## config.mk

```make
export PLATFORM = sky130hd
export DESIGN_NAME = regfile_write_arbiter
export DESIGN_NICKNAME = d
export VERILOG_FILES = /design/src/rtl/regfile_write_arbiter.sv
export SDC_FILE = /design/constraint.sdc
export NUM_CORES = 1
export LEC_CHECK = 0
export ABC_CLOCK_PERIOD_IN_PS = 3600
export CORE_MARGIN = 2
export CORE_UTILIZATION = 58
export DETAILED_ROUTE_END_ITERATION = 10
export PLACE_DENSITY_LB_ADDON = 0.1
export SETUP_SLACK_MARGIN = 0.15
export SYNTH_ARGS = -nofsm -noshare
export SYNTH_HDL_FRONTEND = slang
export SYNTH_SLANG_ARGS = --single-unit
```

## constraint.sdc

```tcl
create_clock -name iClk -period 3.6 [get_ports iClk]
set_clock_uncertainty 0.1 [all_clocks]
set_input_delay 0.72 -clock iClk [delete_from_list [all_inputs] [get_ports iClk]]
set_output_delay 0.72 -clock iClk [all_outputs]
set_load 0.01 [all_outputs]
```

## src/rtl/regfile_write_arbiter.sv

```systemverilog
// Register-file write arbiter: merges ALU (source A) and load-unit (source B) results onto
// a single registered write port. Each source is buffered in its own FIFO and a round-robin
// arbiter pops at most one entry per cycle. Writes to register 0 are dropped at entry.
// A pending-write query reports registers with writes still outstanding.
// Optional feature macro: WB_DIRECT_EN -- an accepted write whose FIFO is empty and which
// wins arbitration bypasses its FIFO straight into the output register.
module regfile_write_arbiter #(
  parameter int unsigned DATA_WIDTH = 32,
  parameter int unsigned ADDR_WIDTH = 5,
  parameter int unsigned FIFO_DEPTH = 4
) (
  input  logic                  iClk,
  input  logic                  iRst,
  input  logic                  iValidA,
  output logic                  oReadyA,
  input  logic [ADDR_WIDTH-1:0] iAddrA,
  input  logic [DATA_WIDTH-1:0] iDataA,
  input  logic                  iValidB,
  output logic                  oReadyB,
  input  logic [ADDR_WIDTH-1:0] iAddrB,
  input  logic [DATA_WIDTH-1:0] iDataB,
  output logic                  oEnWrite,
  output logic [ADDR_WIDTH-1:0] oAddrWrite,
  output logic [DATA_WIDTH-1:0] oDataWrite,
  input  logic [ADDR_WIDTH-1:0] iAddrQuery0,
  input  logic [ADDR_WIDTH-1:0] iAddrQuery1,
  output logic                  oPending0,
  output logic                  oPending1
);

  localparam int unsigned PtrW = (FIFO_DEPTH > 1) ? $clog2(FIFO_DEPTH) : 1;
  localparam int unsigned CntW = $clog2(FIFO_DEPTH + 1);

  typedef enum logic [0:0] {StLastA, StLastB} arb_state_e;

  // Index 0 is source A, index 1 is source B throughout.
  logic [1:0]            valid_in;
  logic [ADDR_WIDTH-1:0] addr_in [2];
  logic [DATA_WIDTH-1:0] data_in [2];
  logic [ADDR_WIDTH-1:0] query   [2];

  logic [ADDR_WIDTH-1:0] mem_addr_q [2][FIFO_DEPTH];
  logic [DATA_WIDTH-1:0] mem_data_q [2][FIFO_DEPTH];
  logic [PtrW-1:0]       wr_ptr_q [2];
  logic [PtrW-1:0]       wr_ptr_d [2];
  logic [PtrW-1:0]       rd_ptr_q [2];
  logic [PtrW-1:0]       rd_ptr_d [2];
  logic [CntW-1:0]       count_q  [2];
  logic [CntW-1:0]       count_d  [2];

  arb_state_e state_q, state_d;

  logic                  en_q, en_d;
  logic [ADDR_WIDTH-1:0] addr_q, addr_d;
  logic [DATA_WIDTH-1:0] data_q, data_d;

  logic [1:0] full, not_empty, ready, push_req, direct_cand, req, grant, pop, direct, push;
  logic [1:0] hit;

  assign valid_in   = {iValidB, iValidA};
  assign addr_in[0] = iAddrA;
  assign addr_in[1] = iAddrB;
  assign data_in[0] = iDataA;
  assign data_in[1] = iDataB;
  assign query[0]   = iAddrQuery0;
  assign query[1]   = iAddrQuery1;

  function automatic logic [PtrW-1:0] ptr_inc(input logic [PtrW-1:0] ptr);
    if (ptr == PtrW'(FIFO_DEPTH - 1)) return '0;
    return ptr + PtrW'(1);
  endfunction

  // Handshake: ready is purely from registered occupancy; forced low while in reset.
  always_comb begin
    full      = '0;
    not_empty = '0;
    ready     = '0;
    push_req  = '0;
    for (int unsigned s = 0; s < 2; s++) begin
      full[s]      = (count_q[s] == CntW'(FIFO_DEPTH));
      not_empty[s] = (count_q[s] != '0);
      ready[s]     = !iRst && !full[s];
      // Register-0 writes complete the handshake but are never stored.
      push_req[s]  = valid_in[s] && ready[s] && (addr_in[s] != '0);
    end
  end

  assign oReadyA = ready[0];
  assign oReadyB = ready[1];

  // Arbiter next state: round-robin between requesting sources, favouring the one not
  // granted last.
  always_comb begin
    direct_cand = '0;
`ifdef WB_DIRECT_EN
    direct_cand = push_req & ~not_empty;
`endif
    req     = not_empty | direct_cand;
    grant   = '0;
    state_d = state_q;
    if (req[0] && (!req[1] || state_q == StLastB)) begin
      grant[0] = 1'b1;
      state_d  = StLastA;
    end else if (req[1]) begin
      grant[1] = 1'b1;
      state_d  = StLastB;
    end
    pop    = grant & not_empty;
    // A grant to an empty FIFO can only come from a bypass candidate.
    direct = grant & ~not_empty;
    push   = push_req & ~direct;
  end

  // Arbiter state register.
  always_ff @(posedge iClk or posedge iRst) begin
    if (iRst) begin
      state_q <= StLastB;
    end else begin
      state_q <= state_d;
    end
  end

  // FIFO pointer and occupancy next state.
  always_comb begin
    for (int unsigned s = 0; s < 2; s++) begin
      wr_ptr_d[s] = push[s] ? ptr_inc(wr_ptr_q[s]) : wr_ptr_q[s];
      rd_ptr_d[s] = pop[s]  ? ptr_inc(rd_ptr_q[s]) : rd_ptr_q[s];
      count_d[s]  = count_q[s] + CntW'(push[s]) - CntW'(pop[s]);
    end
  end

  // FIFO pointer and occupancy registers.
  always_ff @(posedge iClk or posedge iRst) begin
    if (iRst) begin
      for (int unsigned s = 0; s < 2; s++) begin
        wr_ptr_q[s] <= '0;
        rd_ptr_q[s] <= '0;
        count_q[s]  <= '0;
      end
    end else begin
      for (int unsigned s = 0; s < 2; s++) begin
        wr_ptr_q[s] <= wr_ptr_d[s];
        rd_ptr_q[s] <= rd_ptr_d[s];
        count_q[s]  <= count_d[s];
      end
    end
  end

  // FIFO storage; contents need no reset since occupancy gates every read.
  always_ff @(posedge iClk) begin
    for (int unsigned s = 0; s < 2; s++) begin
      if (push[s]) begin
        mem_addr_q[s][wr_ptr_q[s]] <= addr_in[s];
        mem_data_q[s][wr_ptr_q[s]] <= data_in[s];
      end
    end
  end

  // Output register next state: load the granted entry, otherwise hold addr/data.
  always_comb begin
    en_d   = |grant;
    addr_d = addr_q;
    data_d = data_q;
    for (int unsigned s = 0; s < 2; s++) begin
      if (grant[s]) begin
        if (pop[s]) begin
          addr_d = mem_addr_q[s][rd_ptr_q[s]];
          data_d = mem_data_q[s][rd_ptr_q[s]];
        end else begin
          addr_d = addr_in[s];
          data_d = data_in[s];
        end
      end
    end
  end

  // Output register.
  always_ff @(posedge iClk or posedge iRst) begin
    if (iRst) begin
      en_q   <= 1'b0;
      addr_q <= '0;
      data_q <= '0;
    end else begin
      en_q   <= en_d;
      addr_q <= addr_d;
      data_q <= data_d;
    end
  end

  assign oEnWrite   = en_q;
  assign oAddrWrite = addr_q;
  assign oDataWrite = data_q;

  // Pending query: match against occupied FIFO slots and the live output register.
  always_comb begin
    logic [PtrW-1:0] occ;
    occ = '0;
    hit = '0;
    for (int unsigned n = 0; n < 2; n++) begin
      for (int unsigned s = 0; s < 2; s++) begin
        for (int unsigned i = 0; i < FIFO_DEPTH; i++) begin
          // Slot distance from the read pointer; occupied if below the count.
          occ = PtrW'(i) - rd_ptr_q[s];
          if ((CntW'(occ) < count_q[s]) && (mem_addr_q[s][i] == query[n])) begin
            hit[n] = 1'b1;
          end
        end
      end
      if (en_q && (addr_q == query[n])) begin
        hit[n] = 1'b1;
      end
      if (query[n] == '0) begin
        hit[n] = 1'b0;
      end
    end
  end

  assign oPending0 = hit[0];
  assign oPending1 = hit[1];

endmodule

```

Word-level counts from Yosys, hierarchy flattened --
Memory sizes are Yosys's and may differ from the RTL's. Cells that the tools add are included.
Storage, ports and cells: flip-flop bits (word level) 53, RAM bits 296, output and inout port bits 42, memories kept 2, bits of input ports 88, logic and storage cells 187
Cells by class: bitwise operators 9, reductions and logical operators 41, magnitude comparators 14, add/subtract/negate cells 16, multiplexer cells 71, equality and inequality tests 24
Memories:
- mem_data_q | words 2, bits a word 128, rd ports 2, clocked after Yosys merged registers in 0, wr ports 2, line 43 | logic [DATA_WIDTH-1:0] mem_data_q [2][FIFO_DEPTH];
- mem_addr_q | words 2, bits a word 20, rd ports 2, clocked after Yosys merged registers in 0, wr ports 2, line 42 | logic [ADDR_WIDTH-1:0] mem_addr_q [2][FIFO_DEPTH];
Operators with widths (number):
- 32-bit two-way mux | 10
- 128-bit two-way mux | 2
- 32-bit binary-select mux with 2-bit select | 2
- 32-bit demux with 2-bit select | 2
- 5-bit equality test | 18
- 5-bit two-way mux | 10
- 20-bit two-way mux | 2
- 1-bit two-way mux | 31
- 1-bit logical AND | 27
- 2-bit by 3-bit < comparator with 1-bit output | 8
- 5-bit binary-select mux with 2-bit select | 2
- 5-bit demux with 2-bit select | 2
- 2-bit two-way mux | 8
- 3-bit greater-or-equal comparator, second input constant | 4
- 2-bit NOT with 3-bit output | 4
- 5-bit logical NOT | 2
- 5-bit nonzero test | 2
- 2-bit by 1-bit adder with 2-bit output, second input constant | 4
- 2-bit equality test, second input constant | 4
- 1-bit by 2-bit subtractor with 2-bit output, first input constant | 4
- 2-bit subtractor, first input constant | 4
- 3-bit by 1-bit adder with 3-bit output | 2
- 2-bit AND | 3
- 3-bit equality test, second input constant | 2
- 8 further kinds | 16

Depth between registers and ports, before layout --
Gate-level depths: netlist (run 1).
word-level depth 13, mapped depth 10, gate-level depth less buffers 9

Worst setup path after synthesis (run 1) --
OpenSTA, ideal clock, no wires.
kind register to output, start point reg rd_ptr_q[1] in the netlist's numbering, end point out oPending1, data required time 2780 ps, data arrival time 2086 ps, path slack 694 ps, stages on the path, launching flop included 11, buffers on the path 2, path through dfrtp_1 -> buf_2 -> buf_1 -> inv_1 -> ha_1 -> a21boi_1 -> o21bai_1 -> nand4_1 -> nor3_1 -> nor3_1 -> a21oi_1
Between the ends: word-level cells in the longest chain between the ends 9, elaborated cells on any way between the ends 18, those cells by class add/sub: 4; order compare: 4; mux: 6; reduce/logical: 4
RTL lines:
- start, declared | line 46 | logic [PtrW-1:0] rd_ptr_q [2];
- start signal, assigned by index | line 143 | rd_ptr_q[s] <= rd_ptr_d[s];
- 1-bit by 2-bit subtractor with 2-bit output | line 203 | occ = PtrW'(i) - rd_ptr_q[s];
- 2-bit by 3-bit < comparator with 1-bit output | line 204 | if ((CntW'(occ) < count_q[s]) && (mem_addr_q[s][i] == query[n])) begin
- 1-bit logical AND | line 204
- 1-bit two-way mux (3 in series) | line 204
- 1-bit two-way mux (*) | line 204
- 1-bit two-way mux (*) | line 209 | if (en_q && (addr_q == query[n])) begin
- 1-bit two-way mux (*) | line 212 | if (query[n] == '0) begin
- end, declared | line 28 | output logic oPending1
Every way passes the cells marked *; elsewhere a longest branch is shown, timed or not.

Worst setup path after layout (run 1) --
start point in iAddrQuery0[4], end point out oPending0
Between the ends: word-level cells in the longest chain between the ends 12, elaborated cells on any way between the ends 29, those cells by class eq/ne: 9; mux: 10; reduce/logical: 10
RTL lines:
- start, declared | line 25 | input logic [ADDR_WIDTH-1:0] iAddrQuery0,
- 5-bit equality test | line 204
- 1-bit logical AND | line 204
- 1-bit two-way mux (8 in series) | line 204
- 1-bit two-way mux | line 209
- 1-bit two-way mux (*) | line 212
- end, declared | line 27 | output logic oPending0,
Marks and branches as above.

==> reports/summary.log, run 1 <==
qor: worst_setup_path.critical_path.startpoint_type input pin
qor: worst_setup_path.timing.critical_path.slowest_cell_delay 0.59 ns
qor: yosys.synthDominantAreaCellType sky130_fd_sc_hd__edfxtp_1
qor: final_layout.drive_above_1_share 25.7%
qor: final_layout.finalNonFillerCells 1389
qor: drt.route.detailed.vias_per_inst 5.96
qor: timing.report.final.hold_viol_count 0
qor: drt.detail_route.wirelength 34300 um
qor: power.peak_supply_drop 0.668 mV
qor: yosys.number_of_warnings_printed_during_yosys_synthesis 0
qor: worst_hold_path.hold_class reg2reg
qor: drt.route.vias.total 8275
qor: floorplanning.dieWidth 166 um
qor: yosys.synth.avg_cell_area 17.5 sq um
qor: worst_setup_path.cp-end-kind output port
qor: worst_setup_path.crit_path_cell_trace clkdlybuf4s50_1 -> buf_4 -> xor2_1 -> nor3_1 -> nand4_1 -> o41ai_2 -> nor4_1 -> a21oi_1 -> buf_2
qor: clocking.cts_tree built
qor: clocking.cts-htree-levels 2
qor: final_layout.syn2layout_area_growth 20.8%
qor: power.power_density_of_the_placed_cells 809 nW/um^2
qor: yosys.synth_top_cell_area_share 58.5%
qor: floorplanning.floorplan_core_area 25900 sq um
qor: drt.number_of_detailed_routing_iterations_run_before_antenna_repair 4
qor: power.total_power 14800 uW
qor: timing.min_period_over_period 93.5%
qor: yosys.postSynth.asyncResetShare 15.2%
qor: placed_design.hpwl 23200 um
qor: yosys.area_of_the_mapped_netlist 15200 sq um
qor: placed_design.port-buffer-count 129
qor: grt.groute.usage.overall 25.5%
qor: timing.report.final.setup_viol 0
qor: yosys.synth-main-ff-cell sky130_fd_sc_hd__edfxtp_1
qor: timing.report.final.slew_viol_count 0
qor: floorplanning.io_pins 130
qor: clocking.cts_sinks 349
qor: grt.grt_first_pass_wirelength 53200 um
qor: yosys.synth_register_bits 349
qor: clocking.cts.path.max_buffers 3
qor: timing.fmaxAchievable 297 MHz
qor: grt.vias_in_the_first_global_route 8722
qor: timing.final.setup.tns 0 ns
qor: timing.period_minus_slack 3.36 ns
qor: worst_setup_path.critical_path_buf_inv_count 3
qor: worst_setup_path.crit_required 2.78 ns
qor: timing.final.hold.worst_slack 0.447 ns
qor: timing.setup_repair_after_global_routing_missed_its_margin false
qor: final_layout.core_util_final 70.8%
qor: floorplanning.dieArea 27500 sq um
qor: grt.initial_antenna_violation_count 1
qor: drt.route.detailed.drc 0
qor: floorplanning.std_cell_rows 59
qor: worst_setup_path.timing_worst_setup_path_type in2out
qor: grt.grt_start_max_net_pins 41
qor: clocking.cts.clk_slew.worst_paths 0.06 ns
qor: timing.max_slew_margin 55.7%
qor: yosys.synthesis.nets 978
qor: clocking.root_buffer sky130_fd_sc_hd__clkbuf_16
qor: worst_setup_path.cpMaxStageDelayCell sky130_fd_sc_hd__clkdlybuf4s50_1
qor: status.run_status finished clean
qor: grt.globalRoute.totalOverflow 0
qor: worst_setup_path.crit_arrival 2.54 ns
qor: final_layout.finalNetCount 1136
qor: run.max-cap-violations 0
qor: yosys.synth_commonest_cells 296 x sky130_fd_sc_hd__edfxtp_1, 74 x sky130_fd_sc_hd__mux4_2, 52 x sky130_fd_sc_hd__dfrtp_1
qor: clocking.clk_lat_worst_skew 0.53 ns
qor: timing.transition_time_of_the_tightest_slew_check_pin 0.664 ns
qor: final_layout.fillers 1627
qor: drt.wl_per_cell 24.7 um
qor: power.cellLeakagePower 0.00623 uW
qor: yosys.synth_edf_count 296
qor: placed_design.placed_cells_incl_taps 1316
qor: worst_setup_path.category_of_cells_accounting_for_the_largest_share_of_critical_path_delay buffers and inverters
qor: worst_setup_path.worstPathMaxFanout 5
qor: yosys.netlist-cell-type-count 41
qor: drt.route.antenna.remaining_nets 0
qor: yosys.post-synth-top-count-cell sky130_fd_sc_hd__edfxtp_1
qor: floorplanning.start_util 58.6%
qor: clocking.cts_inserted_buffers 37
qor: floorplanning.chipHeight 166 um
qor: drt.detailedRoute.firstIterationViolations 636
qor: yosys.synth-seq-area-share 67.3%
qor: placed_design.finalWeightedCongestion 0.870
qor: yosys.ys_top_cells_by_area sky130_fd_sc_hd__edfxtp_1 59%, sky130_fd_sc_hd__mux4_2 11%, sky130_fd_sc_hd__dfrtp_1 8.6%
qor: yosys.gate_count_of_the_mapped_netlist 866
[flip-flops by register name (all words and copies together), names as in the netlist]
signal	flops
oDataWrite	32
oEnWrite	1
wr_ptr_q	4
count_q	6
oAddrWrite	5
state_q	1
mem_addr_q	40
mem_data_q	256
rd_ptr_q	4
[cells by family after synthesis]
logic type	share of synthesized area, %
simple gates	4.62
compound gates	6.96
xor+xnor	5.42
mux	11.1
fa+ha+maj	2.08
buf+inv	2.59
flops	67.3
[worst register-to-register path, cell delays in order, from the launching register on]
cell and delay [ns]:
sky130_fd_sc_hd__dfrtp_1 0.50, sky130_fd_sc_hd__or3_4 0.57, sky130_fd_sc_hd__o21ai_1 0.31, sky130_fd_sc_hd__inv_1 0.11
sky130_fd_sc_hd__ha_1 0.29, sky130_fd_sc_hd__inv_1 0.04, sky130_fd_sc_hd__ha_1 0.18, sky130_fd_sc_hd__fa_1 0.39
sky130_fd_sc_hd__xnor2_1 0.20
[through the flow]
step,worst slack (ns),instance area [sq um]
after global placement,-0.167,17000
final,0.235,18300
after floorplan,0.694,15200
after CTS,0.160,18300
after global routing,0.140,18300
after detailed placement,-0.171,17000
[cells in the final DEF, fill, tap and decap left out, types with 7 or more instances in the layout]
master	netlist	final
sky130_fd_sc_hd__nor3_1	13	11
sky130_fd_sc_hd__clkbuf_16	0	38
sky130_fd_sc_hd__a22oi_2	36	36
sky130_fd_sc_hd__clkinv_1	0	7
sky130_fd_sc_hd__dfrtp_1	52	50
sky130_fd_sc_hd__inv_1	16	13
sky130_fd_sc_hd__a21oi_1	47	43
sky130_fd_sc_hd__nand2_1	8	8
sky130_fd_sc_hd__xnor2_1	45	45
sky130_fd_sc_hd__and2_1	9	9
sky130_fd_sc_hd__nand3_1	7	7
sky130_fd_sc_hd__clkbuf_1	12	11
sky130_fd_sc_hd__edfxtp_1	296	296
sky130_fd_sc_hd__ha_1	22	19
sky130_fd_sc_hd__nor2_1	8	7
sky130_fd_sc_hd__clkdlybuf4s50_1	0	127
sky130_fd_sc_hd__mux4_2	74	74
sky130_fd_sc_hd__and2_4	36	36
sky130_fd_sc_hd__xor2_1	49	49
sky130_fd_sc_hd__o21ai_1	45	45
sky130_fd_sc_hd__buf_4	6	27
sky130_fd_sc_hd__buf_12	3	14
[per-layer routing]
layer | up-vias | share of wire, % | routed length [um] | global-route usage [%]
met4 | 0 | 2.4 | 812 | 7.67
met5 | - | 0 | 0 | 0
met1 | 4244 | 40 | 13600 | 33.7
met3 | 52 | 6.0 | 2040 | 4.48
met2 | 276 | 52 | 17800 | 43.8
li1 | 3703 | - | - | -
[final cells by class]
cell class / count / area (sq um) / share of cell area [%]
Multi-Input combinational cell: 447 / 4720 / 25.8
Inverter: 18 / 67.6 / 0.368
Clock buffer: 50 / 1010 / 5.49
Antenna cell: 1 / 2.50 / 0.0136
Sequential cell: 349 / 10200 / 55.7
Clock inverter: 18 / 121 / 0.662
Timing Repair Buffer: 171 / 1780 / 9.70
Tap cell: 335 / 419 / 2.29
[worst paths after layout]
check                               start       endpoint  slack (ns)  depth (start not counted)
hold reg to reg             oDataWrite[0]  oDataWrite[0]        0.45                          2
setup reg to reg               count_q[5]     count_q[5]        0.83                          8
hold / removal              oDataWrite[0]  oDataWrite[0]        0.45                          2
min in group asynchronous            iRst     count_q[4]        0.67                          2
setup / recovery           iAddrQuery0[4]      oPending0        0.24                          9
max in group asynchronous            iRst        state_q        1.97                          3
[where the power goes]
part | leakage (uW) | switching (uW) | total [uW] | internal, uW
combinational | 0.00237 | 2920 | 5750 | 2830
sequential | 0.00331 | 474 | 5560 | 5090
clock | 0.000549 | 1530 | 3520 | 1990
[repair_timing]
item,in CTS,in global routing
hold buffers,0,0
buffers inserted,4,0
gates resized for setup,27,7
endpoints found under the setup margin,2,2
endpoints found under the hold margin,0,0
pin swaps,10,7
No activity file was read; power rests on OpenSTA's default activity.
==> inputs of run 2 (changes only) <==
--- a/config.mk
+++ b/config.mk
@@ -5,7 +5,7 @@
 export SDC_FILE = /design/constraint.sdc
 export NUM_CORES = 1
 export LEC_CHECK = 0
-export ABC_CLOCK_PERIOD_IN_PS = 3600
+export ABC_CLOCK_PERIOD_IN_PS = 3400
 export CORE_MARGIN = 2
 export CORE_UTILIZATION = 58
 export DETAILED_ROUTE_END_ITERATION = 10
==> constraint.sdc (replaced) <==
create_clock -name iClk -period 3.4 [get_ports iClk]
set_clock_uncertainty 0.1 [all_clocks]
set_input_delay 0.68 -clock iClk [delete_from_list [all_inputs] [get_ports iClk]]
set_output_delay 0.68 -clock iClk [all_outputs]
set_load 0.01 [all_outputs]
==> reports/summary.log, run 2 (synthesis results as in run 1) <==
qor: drt.wl_per_cell 26.0 um [+5.4%]
qor: power.peak_supply_drop 0.546 mV [-18%]
qor: timing.report.final.setup_viol 0 [unchanged]
qor: grt.vias_in_the_first_global_route 9033 [+3.6%]
qor: clocking.cts_inserted_buffers 36 [-2.7%]
qor: worst_setup_path.critical_path.startpoint_type flop
qor: floorplanning.dieArea 27500 sq um [unchanged]
qor: power.clock_share_of_power 23.9% [+0.2 points]
qor: drt.route.detailed.drc 0 [unchanged]
qor: drt.detail_route.wirelength 36200 um [+5.5%]
qor: power.cellLeakagePower 0.00634 uW [+1.9%]
qor: worst_setup_path.crit_required 2.62 ns [-0.16 ns]
qor: power.power_density_of_the_placed_cells 873 nW/um^2 [+7.9%]
qor: timing.transition_time_of_the_tightest_slew_check_pin 0.668 ns [+0.00379 ns]
qor: placed_design.port-buffer-count 129 [unchanged]
qor: power.switching_share 33.3% [+0.042 points]
qor: worst_setup_path.worstReg2RegStart count_q[4]
qor: timing.max_slew_margin 55.5% [-0.25 points]
qor: clocking.root_buffer sky130_fd_sc_hd__clkbuf_16
qor: timing.period_minus_slack 3.29 ns
qor: timing.fmaxAchievable 304 MHz
qor: worst_setup_path.ff2ff_setup_slack 0.62 ns [-0.21 ns]
qor: final_layout.largest_register_ffs 256 [unchanged]
qor: floorplanning.start_util 58.6% [unchanged]
qor: grt.grt_first_pass_wirelength 55600 um [+4.6%]
qor: clocking.cts-htree-levels 2 [unchanged]
qor: worst_hold_path.hold_class reg2reg
qor: floorplanning.io_pins 130 [unchanged]
qor: timing.report.final.hold_viol_count 0 [unchanged]
qor: final_layout.finalNetCount 1139 [+0.26%]
qor: worst_setup_path.r2r-end count_q[5]
qor: timing.setup_repair_after_global_routing_missed_its_margin true
qor: drt.detailedRoute.firstIterationViolations 626 [-1.6%]
qor: worst_setup_path.worstPathMaxFanout 3 [-2]
qor: worst_setup_path.cp-end-kind output port
qor: placed_design.hpwl 23700 um [+2.2%]
qor: final_layout.drive_above_1_share 27.8% [+2.0 points]
qor: grt.globalRoute.totalOverflow 0 [unchanged]
qor: floorplanning.dieWidth 166 um [unchanged]
qor: clocking.cts.clk_slew.worst_paths 0.06 ns [about the same]
qor: grt.grt_start_max_net_pins 41 [unchanged]
qor: power.power.combinational.fraction 39.7% [+0.9 points]
qor: drt.route.antenna.remaining_nets 0 [unchanged]
qor: power.total_power 16200 uW [+9.5%]
qor: power.pwr-share-seq 36.5% [-1.0 points]
qor: timing.min_period_over_period 96.7%
qor: final_layout.layout_common_cells 296 x sky130_fd_sc_hd__edfxtp_1, 127 x sky130_fd_sc_hd__clkdlybuf4s50_1, 74 x sky130_fd_sc_hd__mux4_2
qor: clocking.cts_tree built
qor: power.intPower 10800 uW [+9.4%]
qor: grt.groute.usage.overall 26.8% [+1.3 points]
qor: final_layout.antenna_cells_inserted 0 [-1]
qor: clocking.cts_sinks 349 [unchanged]
qor: power.p_sw 5400 uW [+9.6%]
qor: final_layout.mostFrequentLayoutCell sky130_fd_sc_hd__edfxtp_1
qor: clocking.cts.path.max_buffers 3 [unchanged]
qor: timing.report.final.slew_viol_count 0 [unchanged]
qor: grt.initial_antenna_violation_count 0 [-1]
qor: worst_setup_path.crit_arrival 2.51 ns [-0.03 ns]
qor: drt.number_of_detailed_routing_iterations_run_before_antenna_repair 4 [unchanged]
qor: worst_setup_path.startpoint rd_ptr_q[1]
qor: status.run_status finished clean
qor: placed_design.finalWeightedCongestion 0.906 [+4.2%]
qor: timing.final.hold.worst_slack 0.447 ns [+0.000431 ns]
qor: worst_setup_path.critPathCapture oPending0
qor: clocking.clk_lat_worst_skew 0.53 ns [about the same]
qor: run.max-cap-violations 0 [unchanged]
qor: worst_setup_path.timing_worst_setup_path_type reg2out
qor: drt.route.detailed.vias_per_inst 6.05 [+1.5%]
qor: worst_hold_path.min_path_cells 2 [unchanged]
qor: final_layout.syn2layout_area_growth 22.5%
qor: floorplanning.chipHeight 166 um [unchanged]
qor: floorplanning.std_cell_rows 59 [unchanged]
qor: drt.route.vias.total 8403 [+1.5%]
qor: worst_setup_path.reg2reg_depth 9 [+1]
qor: floorplanning.floorplan_core_area 25900 sq um [unchanged]
-- run 2: cell count changes in the layout (fill, tap and decap cells not counted), moves of 3 or more --
| cell | delta |
|---|---|
| sky130_fd_sc_hd__bufinv_16 | +3 |
| sky130_fd_sc_hd__inv_2 | +4 |
| sky130_fd_sc_hd__ha_1 | -3 |
| sky130_fd_sc_hd__ha_4 | +3 |
| sky130_fd_sc_hd__clkbuf_1 | -4 |
| sky130_fd_sc_hd__nor3_1 | -4 |
| sky130_fd_sc_hd__nor3_2 | +3 |
| sky130_fd_sc_hd__inv_1 | -4 |
-- run 2: what timing repair did --
item,4_1_cts,5_1_grt
hold buffers,0,0
setup endpoints to repair,2,2
resized for setup,40,15
setup buffers,3,0
gates cloned,2,0
pin swaps,18,18
-- run 2: how the worst min path moves through the flow --
stage	start	slack [ns]	endpoint
global route	oDataWrite[7]	0.47	oDataWrite[7]
global placement	oDataWrite[7]	0.42	oDataWrite[7]
floorplan	wr_ptr_q[0]	0.46	wr_ptr_q[0]
detailed placement	oDataWrite[7]	0.44	oDataWrite[7]
finish	oDataWrite[7]	0.45	oDataWrite[7]
CTS	oDataWrite[7]	0.45	oDataWrite[7]
-- run 2: area by class of cell --
type                       count  area (sq um)
sequential                   349         10200
clock buffer                  45           966
fill                        1583          7300
inverter                      18          67.6
tap                          335           419
timing repair buffer         175          1880
clock inverter                21           204
multi-input combinational    447          4850
-- run 2: critical path, stage by stage, from the launching register on --
cell and delay (ns):
sky130_fd_sc_hd__dfrtp_2 0.45, sky130_fd_sc_hd__ha_4 0.30, sky130_fd_sc_hd__inv_2 0.05, sky130_fd_sc_hd__ha_4 0.21, sky130_fd_sc_hd__a21oi_4 0.14, sky130_fd_sc_hd__nor2_4 0.07, sky130_fd_sc_hd__o41ai_4 0.40, sky130_fd_sc_hd__nor4_2 0.06
sky130_fd_sc_hd__a21oi_1 0.15, sky130_fd_sc_hd__buf_2 0.15
-- run 2: power by group through the flow --
stage / clock network, uW / registers, uW / logic, uW
after detailed placement: 0 / 5960 / 5910
after CTS: 3950 / 5900 / 6370
final: 3880 / 5920 / 6440
after global placement: 0 / 5910 / 5730
after floorplan: 0 / 5860 / 4080
after global routing: 4100 / 5980 / 6920
-- run 2: routing by layer --
| metal | global-route usage, % | up-vias | wire (um) |
|---|---|---|---|
| li1 | - | 3710 | - |
| met1 | 33.7 | 4351 | 13900 |
| met2 | 47.7 | 287 | 19200 |
| met3 | 5.24 | 55 | 1990 |
| met4 | 8.17 | 0 | 1040 |
| met5 | 0 | - | 0 |
-- run 2: through the flow --
| stage | area, sq um | utilization (%) | setup slack, ns | setup TNS [ns] | std cells |
|---|---|---|---|---|---|
| final | 18600 | 71.8 | 0.111 | 0 | 1390 |
| after global routing | 18600 | 71.8 | 0.0364 | 0 | 1390 |
| after CTS | 18500 | 71.4 | 0.0763 | 0 | 1390 |
| after global placement | 17100 | 66.0 | -0.307 | -0.505 | 1319 |
| after detailed placement | 17100 | 66.0 | -0.353 | -0.535 | 1319 |
| after floorplan | 15200 | - | 0.534 | 0 | 866 |
==> inputs of run 3 (changes only) <==
--- a/config.mk
+++ b/config.mk
@@ -5,7 +5,7 @@
 export SDC_FILE = /design/constraint.sdc
 export NUM_CORES = 1
 export LEC_CHECK = 0
-export ABC_CLOCK_PERIOD_IN_PS = 3400
+export ABC_CLOCK_PERIOD_IN_PS = 3550
 export CORE_MARGIN = 2
 export CORE_UTILIZATION = 58
 export DETAILED_ROUTE_END_ITERATION = 10
==> constraint.sdc (replaced) <==
create_clock -name iClk -period 3.55 [get_ports iClk]
set_clock_uncertainty 0.1 [all_clocks]
set_input_delay 0.71 -clock iClk [delete_from_list [all_inputs] [get_ports iClk]]
set_output_delay 0.71 -clock iClk [all_outputs]
set_load 0.01 [all_outputs]
==> reports/summary.log, run 3 (synthesis results as in run 1) <==
qor: timing.report.final.slew_viol_count 0 [unchanged]
qor: final_layout.syn2layout_area_growth 22.3%
qor: final_layout.drive_above_1_share 27.3% [-0.47 points]
qor: timing.max_slew_margin 55.5% [about the same]
qor: power.cellLeakagePower 0.00633 uW [-0.19%]
qor: final_layout.fillers 1554 [-1.8%]
qor: grt.vias_in_the_first_global_route 8776 [-2.8%]
qor: clocking.cts-htree-levels 2 [unchanged]
qor: grt.groute.usage.overall 25.7% [-1.1 points]
qor: drt.route.antenna.remaining_nets 0 [unchanged]
qor: run.max-cap-violations 0 [unchanged]
qor: worst_setup_path.crit_arrival 2.58 ns [+0.07 ns]
qor: final_layout.post-route-cell-area 18600 sq um [-0.23%]
qor: drt.detailedRoute.firstIterationViolations 723 [+15%]
qor: power.power_density_of_the_placed_cells 839 nW/um^2 [-3.8%]
qor: worst_setup_path.timing.critical_path.slowest_cell_delay 0.44 ns [about the same]
qor: timing.transition_time_of_the_tightest_slew_check_pin 0.667 ns [-0.000715 ns]
qor: drt.route.detailed.vias_per_inst 5.97 [-1.2%]
qor: placed_design.placedInstanceArea 17100 sq um [-0.19%]
qor: floorplanning.dieArea 27500 sq um [unchanged]
qor: status.run_status finished clean
qor: clocking.cts_inserted_buffers 36 [unchanged]
qor: worst_hold_path.hold_class reg2reg
qor: placed_design.port-buffer-count 129 [unchanged]
qor: grt.initial_antenna_violation_count 2 [+2]
qor: timing.report.final.setup_viol 0 [unchanged]
qor: worst_setup_path.cpMaxStageDelayCell sky130_fd_sc_hd__dfrtp_1
qor: worst_setup_path.timing_worst_setup_path_type reg2out
qor: clocking.root_buffer sky130_fd_sc_hd__clkbuf_16
qor: clocking.cts.path.max_buffers 3 [unchanged]
qor: worst_setup_path.ff2ff_setup_slack 0.75 ns [+0.13 ns]
qor: clocking.cts_hold_buffers 0 [unchanged]
qor: timing.period_minus_slack 3.39 ns
qor: clocking.cts_tree built
qor: drt.number_of_detailed_routing_iterations_run_before_antenna_repair 4 [unchanged]
qor: final_layout.finalNetCount 1139 [unchanged]
qor: worst_setup_path.worst_path_most_repeated_cell sky130_fd_sc_hd__ha_4
qor: worst_setup_path.worstPathMaxFanout 3 [unchanged]
qor: drt.wl_per_cell 25.0 um [-3.7%]
qor: grt.globalRoute.totalOverflow 0 [unchanged]
qor: timing.setup_repair_after_global_routing_missed_its_margin true
qor: timing.report.final.hold_viol_count 0 [unchanged]
qor: worst_setup_path.crit_path_cell_trace ha_4 -> ha_4 -> a21oi_4 -> buf_6 -> o211ai_1 -> nor4_2 -> nor4_4 -> a21oi_2 -> buf_2
qor: grt.grt_start_max_net_pins 41 [unchanged]
qor: drt.route.vias.total 8311 [-1.1%]
qor: timing.final.setup.tns 0 ns [unchanged]
qor: timing.fmaxAchievable 295 MHz
qor: timing.final.hold.worst_slack 0.449 ns [+0.00153 ns]
qor: placed_design.finalWeightedCongestion 0.877 [-3.2%]
qor: timing.timing.final.ws_setup 0.164 ns [+0.0530 ns]
qor: floorplanning.io_pins 130 [unchanged]
qor: clocking.cts.clk_slew.worst_paths 0.06 ns [about the same]
qor: final_layout.largest_register_ffs 256 [unchanged]
qor: floorplanning.chipHeight 166 um [unchanged]
qor: worst_setup_path.cp-end-kind output port
qor: drt.detail_route.wirelength 34900 um [-3.6%]
qor: placed_design.hpwl 23100 um [-2.3%]
qor: floorplanning.dieWidth 166 um [unchanged]
qor: grt.grt_first_pass_wirelength 53100 um [-4.4%]
qor: final_layout.core_util_final 71.6% [-0.16 points]
qor: worst_setup_path.critical_path.startpoint_type flop
qor: clocking.clk_lat_worst_skew 0.53 ns [about the same]
qor: drt.route.detailed.drc 0 [unchanged]
qor: clocking.cts_sinks 349 [unchanged]
qor: floorplanning.start_util 58.6% [unchanged]
qor: floorplanning.std_cell_rows 59 [unchanged]
qor: placed_design.place_worst_setup_slack -0.191 ns [+0.162 ns]
qor: final_layout.mostFrequentLayoutCell sky130_fd_sc_hd__edfxtp_1
qor: worst_setup_path.crit_required 2.74 ns [+0.12 ns]
qor: floorplanning.floorplan_core_area 25900 sq um [unchanged]
qor: timing.min_period_over_period 95.4%
qor: power.peak_supply_drop 0.592 mV [+8.4%]
qor: final_layout.layout_common_cells 296 x sky130_fd_sc_hd__edfxtp_1, 127 x sky130_fd_sc_hd__clkdlybuf4s50_1, 74 x sky130_fd_sc_hd__mux4_2
==> run 3: cell types whose count changed in the layout (fill, tap and decap cells not counted), moves of 3 or more <==
cell	previous run	this run
sky130_fd_sc_hd__nor4_2	7	4
sky130_fd_sc_hd__clkbuf_8	1	5
sky130_fd_sc_hd__nor3_2	5	2
sky130_fd_sc_hd__clkinv_1	8	4
sky130_fd_sc_hd__nor3_1	7	11
sky130_fd_sc_hd__buf_4	27	30
==> run 3: per-layer routing <==
| layer | share of wire (%) | vias to the layer above | GRT usage (%) | routed length, um |
|---|---|---|---|---|
| li1 | - | 3697 | - | - |
| met1 | 38 | 4227 | 32.7 | 13400 |
| met2 | 51 | 324 | 43.3 | 17800 |
| met3 | 7.1 | 63 | 6.22 | 2470 |
| met4 | 3.5 | 0 | 9.79 | 1230 |
| met5 | 0 | - | 0 | 0 |
==> run 3: final cells by class <==
type / instances / area [sq um] / area share [%]
flip-flops and latches: 349 / 10200 / 55.0
multi-input cells: 447 / 4820 / 26.0
inverters: 18 / 67.6 / 0.364
clock buffers: 48 / 1020 / 5.48
repair buffers: 175 / 1820 / 9.79
clock inverters: 18 / 195 / 1.05
well taps: 335 / 419 / 2.26
diodes: 2 / 5.00 / 0.0270
==> run 3: where the power goes <==
group	total, uW	switching [uW]	internal [uW]
Sequential	5640	480	5160
Combinational	6120	3090	3020
Clock	3820	1560	2260
Total	15600	5130	10400
==> run 3: critical path: cells and delay by family (launching register included) <==
| family | cells | cell delay, ns |
|---|---|---|
| buffers and inverters | 2 | 0.25 |
| DFF | 1 | 0.44 |
| AOI/OAI and AO/OA | 3 | 0.39 |
| and+or+nand+nor | 2 | 0.44 |
| adders and majority gates | 2 | 0.52 |
==> run 3: what timing repair did <==
item / in CTS / in global routing
setup endpoints to repair: 2 / 2
pin swaps: 11 / 14
buffers inserted: 3 / 3
resized for setup: 27 / 22
endpoints found under the hold margin: 0 / 0
cloned: 0 / 0
==> run 3: through the flow <==
stage / total power [uW] / cells
2_1_floorplan: 9520 / 866
3_3_place_gp: 11200 / 1318
3_5_place_dp: 11300 / 1318
4_1_cts: 15400 / 1387
5_1_grt: 16300 / 1392
6_report: 15600 / 1392
==> run 3: worst paths after layout <==
kind                       cells past startpoint             to          start
setup / recovery                               9      oPending1    rd_ptr_q[1]
hold / removal                                 2  oDataWrite[7]  oDataWrite[7]
setup reg to reg                               9     count_q[5]     count_q[4]
hold reg to reg                                2  oDataWrite[7]  oDataWrite[7]
max in group asynchronous                      3        state_q           iRst
min in group asynchronous                      2  oDataWrite[1]           iRst
==> RTL change, RTL diff (config.mk and constraints of run 1) <==
The parameter `DATA_WIDTH` goes from 32 to 16.
--- a/src/rtl/regfile_write_arbiter.sv
+++ b/src/rtl/regfile_write_arbiter.sv
@@ -5,7 +5,7 @@
 // Optional feature macro: WB_DIRECT_EN -- an accepted write whose FIFO is empty and which
 // wins arbitration bypasses its FIFO straight into the output register.
 module regfile_write_arbiter #(
-  parameter int unsigned DATA_WIDTH = 32,
+  parameter int unsigned DATA_WIDTH = 16,
   parameter int unsigned ADDR_WIDTH = 5,
   parameter int unsigned FIFO_DEPTH = 4
 ) (
Interface: changed (resized iDataA, iDataB and oDataWrite); port bits go from 130 to 82. No check against the original RTL was run, so the function may have changed too.
==> RTL change against run 1 <==
Power down 38%. Critical path type is now register to primary output. Sequential cell count down 144. Clock power down 44%. Wire length down 37%. Count of clock-buffer cells in the layout down 25. Setup slack worse by 0.014 ns. Design area down 36%. Synthesized area down 37%.
==> RTL change: results <==
set metrics [dict create \
    synth-adder-area-share_pct 3.29 \
    status "finished, final reports clean" \
    endpoint "oPending1" \
    detailed_place_hpwl_um 15000 \
    nets 807 \
    largest_reg_flops 128 \
    gp_congestion 0.914 \
    yosysSeqAreaShare_pct 62.4 \
    routed_wl_um 21600 \
    tightest_slew_ns 0.771 \
    wl_met1_um 8650 \
    reg2reg_to "count_q[2]$_DFF_PP0_" \
    r2r_cells 11 \
    syn_nets 690 \
    yosysUniqueCellTypes 47 \
    grt_util_met1_pct 32.3 \
    clk_latency_ns 0.50 \
    cp.arrival_ns 2.56 \
    rrSetupSlack_ns 0.92 \
    async_reset_ff_share_pct 18.0 \
    synth_top_cells_by_area "edfxtp_1, dfrtp_1, mux4_2" \
    htree_levels 1 \
    hold_slack_ns 0.443 \
    drive_above_1_share_pct 25.1 \
    avgViaCountPerCell 5.89 \
    cts.sinks 205 \
    synth_common_cells "edfxtp_1, xnor2_1, xor2_1, mux4_2, dfrtp_1" \
    hp-start "oDataWrite[2]$_DFFE_PP0P_" \
    cp_slowest_stage_delay_ns 0.41 \
    antenna_cells 0 \
]
## RTL change: cell types whose count changed in the layout (fill, tap and decap cells not counted), sizes merged, moves of 5 or more
cell,delta
a22oi,-16
o21ai,-16
clkbuf,-25
a21oi,-14
edfxtp,-128
xnor2,+9
dfrtp,-16
clkinv,-5
mux4,-32
and2,-16
xor2,-9
clkdlybuf4s50,-49
## RTL change: worst max-delay path, delay by kind of cell, from the launching register on
kind / cells / cell delay [ns]
and+or+nand+nor: 3 / 0.50
AOI/OAI and AO/OA: 3 / 0.56
DFF: 1 / 0.41
buffers and inverters: 3 / 0.39
adders and majority gates: 1 / 0.20
## RTL change: metrics by stage
stage / TNS (ns) / cell area, sq um / worst slack [ns] / std cells
final: 0 / 11700 / 0.221 / 957
after global routing: 0 / 11700 / 0.123 / 957
after CTS: 0 / 11600 / 0.115 / 951
after detailed placement: -0.174 / 10900 / -0.133 / 913
after global placement: -0.233 / 10900 / -0.179 / 913
after floorplan: 0 / 9580 / 0.796 / 610
## RTL change: what timing repair did
action	CTS	global route
setup endpoints to repair	2	2
resized for setup	18	29
gates cloned	0	0
pin swaps	4	20
buffers inserted	1	6
## RTL change: final cells by class
class | instances | area, sq um
Clock buffer | 25 | 551
Clock inverter | 12 | 72.6
Fill cell | 1034 | 4260
Inverter | 19 | 73.8
Multi-Input combinational cell | 353 | 3530
Sequential cell | 205 | 5970
Tap cell | 216 | 270
Timing Repair Buffer | 127 | 1280
## RTL change: where the power goes
part           internal [W]  switching, W
Sequential          0.00301      0.000393
Combinational       0.00189       0.00187
Clock               0.00110      0.000858
Total               0.00601       0.00312
